==> config.mk <==
export PLATFORM = sky130hd
export DESIGN_NAME = uart_boot_ctrl
export DESIGN_NICKNAME = d
export VERILOG_FILES = /design/src/rtl/uart_boot_pkg.sv /design/src/rtl/byte_fifo.sv /design/src/rtl/uart_boot_ctrl.sv
export SDC_FILE = /design/constraint.sdc
export NUM_CORES = 1
export LEC_CHECK = 0
export CAP_MARGIN = 20
export CORE_ASPECT_RATIO = 1.75
export CORE_MARGIN = 2
export CORE_UTILIZATION = 41
export CTS_BUF_LIST = sky130_fd_sc_hd__clkbuf_16
export DETAILED_ROUTE_END_ITERATION = 7
export SYNTH_ARGS = -nofsm -noshare
export SYNTH_HDL_FRONTEND = slang
export SYNTH_HIERARCHICAL = 1
export SYNTH_SLANG_ARGS = --single-unit
==> constraint.sdc <==
create_clock -name clk -period 2.85 [get_ports clk]
set_clock_uncertainty 0.15 [all_clocks]
set_input_delay 0.4275 -clock clk [delete_from_list [all_inputs] [get_ports clk]]
set_output_delay 0.4275 -clock clk [all_outputs]
set_load 0.02 [all_outputs]
==> src/rtl/uart_boot_pkg.sv <==
// Shared types and constants for the UART boot controller.
package uart_boot_pkg;

  typedef enum logic [2:0] {
    WAIT_LEN,
    RECV_WORD,
    SEND_ACK,
    RUN,
    ERROR
  } boot_state_t;

  localparam logic [7:0] DEFAULT_ACK_BYTE = 8'hAA;
  localparam int LEN_BYTES  = 4;
  localparam int WORD_BYTES = 4;

endpackage

==> src/rtl/byte_fifo.sv <==
// Synchronous show-ahead byte FIFO; a push into a full FIFO succeeds only alongside a pop.
module byte_fifo #(
  parameter int DEPTH = 16
) (
  input  logic       clk,
  input  logic       reset,
  input  logic       push,
  input  logic [7:0] push_data,
  input  logic       pop,
  output logic [7:0] head,
  output logic       full,
  output logic       empty
);

  localparam int AW = $clog2(DEPTH);

  logic [AW:0] wr_ptr;
  logic [AW:0] rd_ptr;
  logic [7:0]  mem [DEPTH];
  logic        do_push;
  logic        do_pop;

  // The extra pointer MSB distinguishes full from empty when the indices match.
  assign empty   = (wr_ptr == rd_ptr);
  assign full    = (wr_ptr[AW] != rd_ptr[AW]) && (wr_ptr[AW-1:0] == rd_ptr[AW-1:0]);
  assign do_pop  = pop && !empty;
  assign do_push = push && (!full || do_pop);
  assign head    = mem[rd_ptr[AW-1:0]];

  always_ff @(posedge clk) begin
    if (!reset) begin
      wr_ptr <= '0;
      rd_ptr <= '0;
    end else begin
      if (do_push) wr_ptr <= wr_ptr + 1'b1;
      if (do_pop)  rd_ptr <= rd_ptr + 1'b1;
    end
  end

  always_ff @(posedge clk) begin
    if (do_push) mem[wr_ptr[AW-1:0]] <= push_data;
  end

endmodule

==> src/rtl/uart_boot_ctrl.sv <==
// Boot sequencer: loads a length-prefixed image into instruction memory over UART,
// acknowledges it, then buffers RUN-mode bytes for the core.
module uart_boot_ctrl
  import uart_boot_pkg::*;
#(
  parameter int         IMEM_ADDR_W = 14,
  parameter int         FIFO_DEPTH  = 16,
  parameter logic [7:0] ACK_BYTE    = DEFAULT_ACK_BYTE
) (
  input  logic                   clk,
  input  logic                   reset,
  input  logic [7:0]             rx_data,
  input  logic                   rx_valid,
  input  logic                   rx_ferr,
  output logic                   imem_we,
  output logic [IMEM_ADDR_W-1:0] imem_addr,
  output logic [31:0]            imem_wdata,
  output logic                   tx_start,
  output logic [7:0]             tx_data,
  input  logic                   tx_busy,
  output logic                   boot_done,
  output logic                   boot_err,
  input  logic                   cpu_rd_en,
  output logic [7:0]             cpu_rd_data,
  output logic                   cpu_rd_empty,
  output logic                   fifo_ovf
);

  localparam logic [31:0] MAX_WORDS = 32'd1 << IMEM_ADDR_W;

  boot_state_t            state, state_next;
  logic [1:0]             byte_idx, byte_idx_next;
  logic [31:0]            sr, sr_next;
  logic [IMEM_ADDR_W-1:0] addr, addr_next;
  logic [IMEM_ADDR_W:0]   remaining, remaining_next;
  logic                   imem_we_next;
  logic [IMEM_ADDR_W-1:0] imem_addr_next;
  logic [31:0]            imem_wdata_next;
  logic                   tx_start_next;
  logic [31:0]            assembled;
  logic                   len_last, word_last;
  logic                   fifo_push, fifo_full, ovf_set;
  logic                   unused_sr_low;

  // First byte received ends up as the LSB once four bytes have shifted in.
  assign assembled     = {rx_data, sr[31:8]};
  assign len_last      = (byte_idx == 2'(LEN_BYTES - 1));
  assign word_last     = (byte_idx == 2'(WORD_BYTES - 1));
  assign unused_sr_low = ^sr[7:0];

  assign boot_done = (state == RUN);
  assign boot_err  = (state == ERROR);
  assign tx_data   = ACK_BYTE;

  always_ff @(posedge clk) begin
    if (!reset) begin
      state      <= WAIT_LEN;
      byte_idx   <= '0;
      sr         <= '0;
      addr       <= '0;
      remaining  <= '0;
      imem_we    <= 1'b0;
      imem_addr  <= '0;
      imem_wdata <= '0;
      tx_start   <= 1'b0;
      fifo_ovf   <= 1'b0;
    end else begin
      state      <= state_next;
      byte_idx   <= byte_idx_next;
      sr         <= sr_next;
      addr       <= addr_next;
      remaining  <= remaining_next;
      imem_we    <= imem_we_next;
      imem_addr  <= imem_addr_next;
      imem_wdata <= imem_wdata_next;
      tx_start   <= tx_start_next;
      fifo_ovf   <= fifo_ovf | ovf_set;
    end
  end

  always_comb begin
    state_next      = state;
    byte_idx_next   = byte_idx;
    sr_next         = sr;
    addr_next       = addr;
    remaining_next  = remaining;
    imem_we_next    = 1'b0;
    imem_addr_next  = imem_addr;
    imem_wdata_next = imem_wdata;
    tx_start_next   = 1'b0;

    case (state)
      WAIT_LEN: begin
        if (rx_valid) begin
          if (rx_ferr) begin
            state_next = ERROR;
          end else begin
            sr_next       = assembled;
            byte_idx_next = byte_idx + 2'd1;
            if (len_last) begin
              if (assembled == 32'd0) begin
                state_next = SEND_ACK;
              end else if (assembled > MAX_WORDS) begin
                state_next = ERROR;
              end else begin
                state_next     = RECV_WORD;
                addr_next      = '0;
                remaining_next = assembled[IMEM_ADDR_W:0];
              end
            end
          end
        end
      end
      RECV_WORD: begin
        if (rx_valid) begin
          if (rx_ferr) begin
            state_next = ERROR;
          end else begin
            sr_next       = assembled;
            byte_idx_next = byte_idx + 2'd1;
            if (word_last) begin
              imem_we_next    = 1'b1;
              imem_addr_next  = addr;
              imem_wdata_next = assembled;
              addr_next       = addr + 1'b1;
              remaining_next  = remaining - 1'b1;
              if (remaining == (IMEM_ADDR_W+1)'(1)) state_next = SEND_ACK;
            end
          end
        end
      end
      SEND_ACK: begin
        if (!tx_busy) begin
          tx_start_next = 1'b1;
          state_next    = RUN;
        end
      end
      default: ;
    endcase
  end

  // Framing-error bytes never reach the FIFO and never count as overflow.
  assign fifo_push = (state == RUN) && rx_valid && !rx_ferr;
  assign ovf_set   = fifo_push && fifo_full && !cpu_rd_en;

  byte_fifo #(
    .DEPTH(FIFO_DEPTH)
  ) u_fifo (
    .clk      (clk),
    .reset    (reset),
    .push     (fifo_push),
    .push_data(rx_data),
    .pop      (cpu_rd_en),
    .head     (cpu_rd_data),
    .full     (fifo_full),
    .empty    (cpu_rd_empty)
  );

endmodule

==> results of run 1 <==
worst max-delay path, cell delays in order (launching register included):
cell	delay, ns
dfxtp_4	0.39
buf_12	0.13
buf_16	0.13
mux4_2	0.50
mux4_2	0.51
buf_6	0.15
placed cells by master, fill, tap and decap left out, types with 7 or more instances in the layout:
cell type,synthesis,final
xor2_1,10,10
o22ai_1,7,7
clkbuf_16,0,23
buf_6,3,8
a31oi_1,7,7
clkdlybuf4s50_1,0,64
a21oi_1,41,41
nand2_1,192,192
inv_1,8,12
and3_1,16,16
buf_4,10,44
nor2b_1,7,7
nor2_1,16,16
and2_1,16,16
ha_1,9,9
o21ai_0,22,22
a21boi_0,45,45
dfxtp_1,121,118
buf_12,1,18
nor3b_1,9,9
nor3_1,13,12
nand3_1,9,9
nand4_1,12,12
edfxtp_1,128,128
mux4_1,24,14
nor4_1,15,15
mux4_2,16,26
conb_1,2,8
area by class of cell:
type / instances / area [um^2] / share of cell area
well taps: 320 / 400.4 / 0.03078
inverters: 8 / 30.03 / 0.002308
clock buffers: 23 / 575.6 / 0.04424
multi-input cells: 571 / 4003 / 0.3077
repair buffers: 137 / 1481 / 0.1139
flip-flops and latches: 249 / 6272 / 0.4822
clock inverters: 18 / 246.5 / 0.01895
stage by stage:
step,hold WS [ns],setup TNS (ns),instance area [um^2]
finish,0.3050,-0.1963,13010
global route,0.3233,-0.7887,13010
CTS,0.3082,-0.5445,13010
detailed placement,0.2975,0,12130
global placement,0.2951,0,12130
floorplan,0.2900,0,10690
where the power goes:
part	internal (mW)	switching [mW]
sequential	3.77	0.0202
combinational	0.0840	0.156
clock	2.02	1.36
total	5.88	1.54
Yosys cell counts (10+ instances only):
| master | instances | area, um^2 |
|---|---|---|
| edfxtp_1 | 128 | 3844 |
| nor3_1 | 13 | 65.06 |
| clkbuf_1 | 34 | 127.6 |
| a21boi_0 | 45 | 337.8 |
| buf_2 | 11 | 55.05 |
| and3_1 | 16 | 100.1 |
| dfxtp_1 | 121 | 2422 |
| nor4_1 | 15 | 93.84 |
| a21oi_1 | 41 | 205.2 |
| nand4_1 | 12 | 75.07 |
| buf_4 | 10 | 75.07 |
| mux4_1 | 24 | 630.6 |
| and2_1 | 16 | 100.1 |
| nand2_1 | 192 | 720.7 |
| o21ai_0 | 22 | 110.1 |
| mux4_2 | 16 | 360.4 |
| xor2_1 | 10 | 87.58 |
| nor2_1 | 16 | 60.06 |
registers in the layout, indices dropped and copies added, names as in the netlist, named ones only:
signal	count
u_fifo/mem	128
imem_wdata	32
sr	24
remaining	15
addr	14
imem_addr	14
u_fifo/rd_ptr	5
u_fifo/wr_ptr	5
state	3
byte_idx	2
fifo_ovf	1
imem_we	1
tx_start	1
per-layer routing:
metal	vias to the layer above	global-route usage	wire length, um
met3	58	0.02311	927
li1	3460	-	-
met5	-	0	0
met1	3546	0.2112	10010
met2	157	0.3785	15170
met4	0	0.07656	933
how the worst max path moves through the flow:
stage                  start                end  slack [ns]  cells after the start
floorplan           state[0]  u_fifo/mem[11][0]        0.35                      7
global placement        flop     cpu_rd_data[6]        0.10                      4
detailed placement      flop     cpu_rd_data[2]        0.09                      4
CTS                     flop     cpu_rd_data[2]       -0.08                      5
global route            flop     cpu_rd_data[6]       -0.12                      5
finish                  flop     cpu_rd_data[6]       -0.06                      5
cells by family (layout without fill, tap and decap cells):
family / after synthesis / count (layout) / synth area share
other: 2 / 8 / 0.0007042
AO/OA/AOI/OAI: 168 / 168 / 0.1065
buffers and inverters: 73 / 186 / 0.03625
adder cells (fa/ha/maj): 9 / 9 / 0.01056
multiplexers: 46 / 46 / 0.09879
XOR/XNOR: 14 / 14 / 0.01150
flip-flops: 249 / 249 / 0.5876
AND/OR/NAND/NOR: 326 / 326 / 0.1481
timing repair:
item                                    4_1_cts  5_1_grt
gates resized for setup                      51       14
endpoints found under the hold margin         0        0
endpoints found under the setup margin        8        9
cloned                                        2        0
setup buffers                                 2        0
hold buffers                                  0        0
==> flow_summary.ini, run 1 <==
[place]
pre_cts_slack_ns = 0.09172
dpl.hpwl_um = 18410
io_buffers = 73
dp.cells = 1282
gp_congestion = 0.8587

[finish]
fin_util = 0.5049
area_growth_pct = 21.99
diodes = 0
nets = 1013
nFillCells = 2313
drive_above_1_share = 0.1590
stdcell_count = 1326

[power]
p_per_area_nw_per_um2 = 569.8
totalPowerFinal_mw = 7.413
p_leak_nw = 4.463
vdd.ir_drop.worst_uv = 390.6

[setup_path]
crit_fanout = 5
r2r_cells = 6
critPathLaunchType = flop
r2r_end = remaining[10]
required_ns = 2.27
critical_path_arrival_ns = 2.33
r2r_slack_ns = 0.49
end_kind = primary output
critPathKind = reg -> out
r2r-start = sr[19]

[floorplanning]
num_rows = 78
ioPinCount = 82
initial_core_util = 0.4139
core-area_um2 = 25760
die-area_um2 = 27370
die_y_um = 217.3
die_width_um = 125.9

[sta]
slew_headroom = 0.5016
hold_violations = 0
setup_violations = 7
min_period_ns = 2.908
final_max_slew_viol_count = 0
tightest_slew_ns = 0.7468
fin_ws_ns = -0.05790
min_period_over_period = 1.020
rsz0062_at_grt = true
max_clock_freq_ghz = 0.3439

[worst_hold_path]
min_path_cells = 2
hold_end = imem_wdata[16]
min_from = imem_wdata[16]
hold_class = reg -> reg

[clocking]
cts_tree = built
htree_levels = 1
cts_buffers = 23
cts_sinks = 249
root_buffer = clkbuf_16
clkTransAtPathRegs_ns = 0.07
insertion_delay_ns = 0.52
cts_buffer_depth = 3

[run]
drv_cap = 0

[outcome]
status = complete, but fails checks
failed_checks = negative setup slack

[drt]
detail_route.iter0.violations = 538
routedWlPerCell_um = 20.39
vias = 7221
viasPerCell = 5.446
ant_nets = 0
wirelength_um = 27040
drcViolationCount = 0
drt_pass1_iterations = 5

[grt]
grt_max_degree = 106
grt_pass1_vias = 7102
grt_overflow = 0
grt_pass1_wl_um = 41150
antenna_found_initial = 0
grt_usage = 0.1948

[yosys]
ys_ff_latch = 249
syn-cell-area_um2 = 10660
ys.flop_type = edfxtp_1
syn_inst = 887
async_flop_share = 0
synth_cell_types = 69
synth.avg_cell_area_um2 = 12.02
synth_edf_count = 128
synth-seq-area-share = 0.5876
yosys_warnings = 6
(Power assumes the default switching activity.)
==> run 2: changes to the inputs <==
- CORE_MARGIN: 2 -> not set
==> run 2 against run 1 <==
The run still ends with negative setup slack left. Utilization is essentially flat. Design area shrank 1.2%. Non-clock buffer count grew 1.
==> flow_summary.ini, run 2 (synthesized netlist as in run 1, its figures left out) <==
[sta]
rsz0062_at_grt = true
setup_tns_ns = -0.05709
min_period_ns = 2.886
min_period_over_period = 1.013
final_max_slew_viol_count = 0
slew_headroom = 0.5086
setup_violations = 4
tightest_slew_ns = 0.7304
fin_ws_ns = -0.03623
max_clock_freq_ghz = 0.3465
hold_violations = 0

[clocking]
root_buffer = clkbuf_16
clkTransAtPathRegs_ns = 0.07
cts_buffers = 23
cts_tree = built
htree_levels = 1
cts_buffer_depth = 3
insertion_delay_ns = 0.51
hold_buffers = 0
cts_sinks = 249

[power]
combPwrFrac = 0.035
power.internal_mw = 5.412
seqPwrFrac = 0.551
netSwitchingFraction = 0.2138
power_frac_clock = 0.414
p_leak_nw = 4.383
totalPowerFinal_mw = 6.885
vdd.ir_drop.worst_uv = 334.8
switchingPower_mw = 1.472
p_per_area_nw_per_um2 = 535.9

[setup_path]
path_cells = buf_12 > buf_12 > mux4_2 > mux4_2 > buf_6
crit_fanout = 6
critPathKind = reg -> out
cpMaxStageDelayCell = mux4_2
cp_slowest_stage_delay_ns = 0.52
r2r_cells = 5
critPathLaunchType = flop
required_ns = 2.27
end_kind = primary output
critical_path_arrival_ns = 2.31

[drt]
viasPerCell = 5.509
wirelength_um = 27610
ant_nets = 0
drt_pass1_iterations = 5
routedWlPerCell_um = 20.87
drcViolationCount = 0
detail_route.iter0.violations = 501
vias = 7289

[grt]
grt_overflow = 0
grt_max_degree = 106
grt_pass1_vias = 7352
antenna_found_initial = 0
grt_pass1_wl_um = 42520
grt_usage = 0.2138

[finish]
layout_common_cells = nand2_1 (192), edfxtp_1 (128), dfxtp_1 (119), clkdlybuf4s50_1 (64), a21boi_0 (45)
drive_above_1_share = 0.1668
diodes = 0
largest_reg_flops = 128
final_common_cell = nand2_1
area_growth_pct = 20.46
fin_util = 0.5051
nets = 1014

[worst_hold_path]
min_path_cells = 2
hold_class = reg -> reg

[floorplanning]
initial_core_util = 0.4193
num_rows = 77
die-area_um2 = 26680
core-area_um2 = 25430
die_y_um = 215.3
die_width_um = 123.9
ioPinCount = 82

[place]
pre_cts_slack_ns = 0.08688
io_buffers = 73
gp_congestion = 0.8311
dpl.hpwl_um = 19030

[outcome]
failed_checks = negative setup slack
status = complete, but fails checks

[run]
drv_cap = 0
==> run 2: changes by cell type in the layout (fill, tap and decap cells not counted), sizes merged <==
cell / before / now
buf: 73 / 74
bufinv: 6 / 1
clkinv: 3 / 7
clkinvlp: 2 / 0
inv: 15 / 18
==> run 2: cell type report <==
| cell class | instances | area (um^2) |
|---|---|---|
| fill | 2257 | 12590 |
| sequential | 249 | 6271 |
| multi-input combinational | 571 | 3950 |
| timing repair buffer | 138 | 1516 |
| clock buffer | 23 | 575.6 |
| tap | 316 | 395.4 |
| clock inverter | 18 | 107.6 |
| inverter | 8 | 30.03 |
==> run 2: power groups by stage <==
stage	Combinational, mW	Clock [mW]	Sequential [mW]
floorplan	0.140	0	3.86
global placement	0.241	0	3.87
detailed placement	0.242	0	3.87
CTS	0.244	2.90	3.79
global route	0.265	3.04	3.79
finish	0.242	2.85	3.79
==> run 2: timing repair <==
action | in CTS | in global routing
endpoints found under the setup margin | 8 | 9
gates resized for setup | 80 | 2
buffers inserted | 3 | 0
cloned | 3 | 0
==> run 2: final timing paths <==
| check | start | end | slack (ns) |
|---|---|---|---|
| max | flop | cpu_rd_data[6] | -0.04 |
| min | imem_wdata[16] | imem_wdata[16] | 0.31 |
| max reg2reg | sr[25] | remaining[10] | 0.52 |
| min reg2reg | imem_wdata[16] | imem_wdata[16] | 0.31 |
==> run 2: worst max-delay path: cells and delay by family, from the launching register on <==
kind	cells	cell delay [ns]
flops	1	0.36
mux	2	1.03
buf+inv	3	0.42
==> run 2: routing by layer <==
layer / global-route usage / routed length [um] / share of wire
met4: 0.08611 / 1032 / 0.037
met1: 0.2348 / 10420 / 0.38
met2: 0.4017 / 15240 / 0.55
met3: 0.02680 / 920 / 0.033
met5: 0 / 0 / 0
==> run 2: per-stage QoR <==
step | hold WS, ns | cell area (um^2) | std cells
6_report | 0.3072 | 12850 | 1323
5_1_grt | 0.3345 | 12850 | 1323
4_1_cts | 0.3082 | 12840 | 1323
3_5_place_dp | 0.2990 | 12110 | 1277
3_3_place_gp | 0.2965 | 12110 | 1277
2_1_floorplan | 0.2900 | 10690 | 893
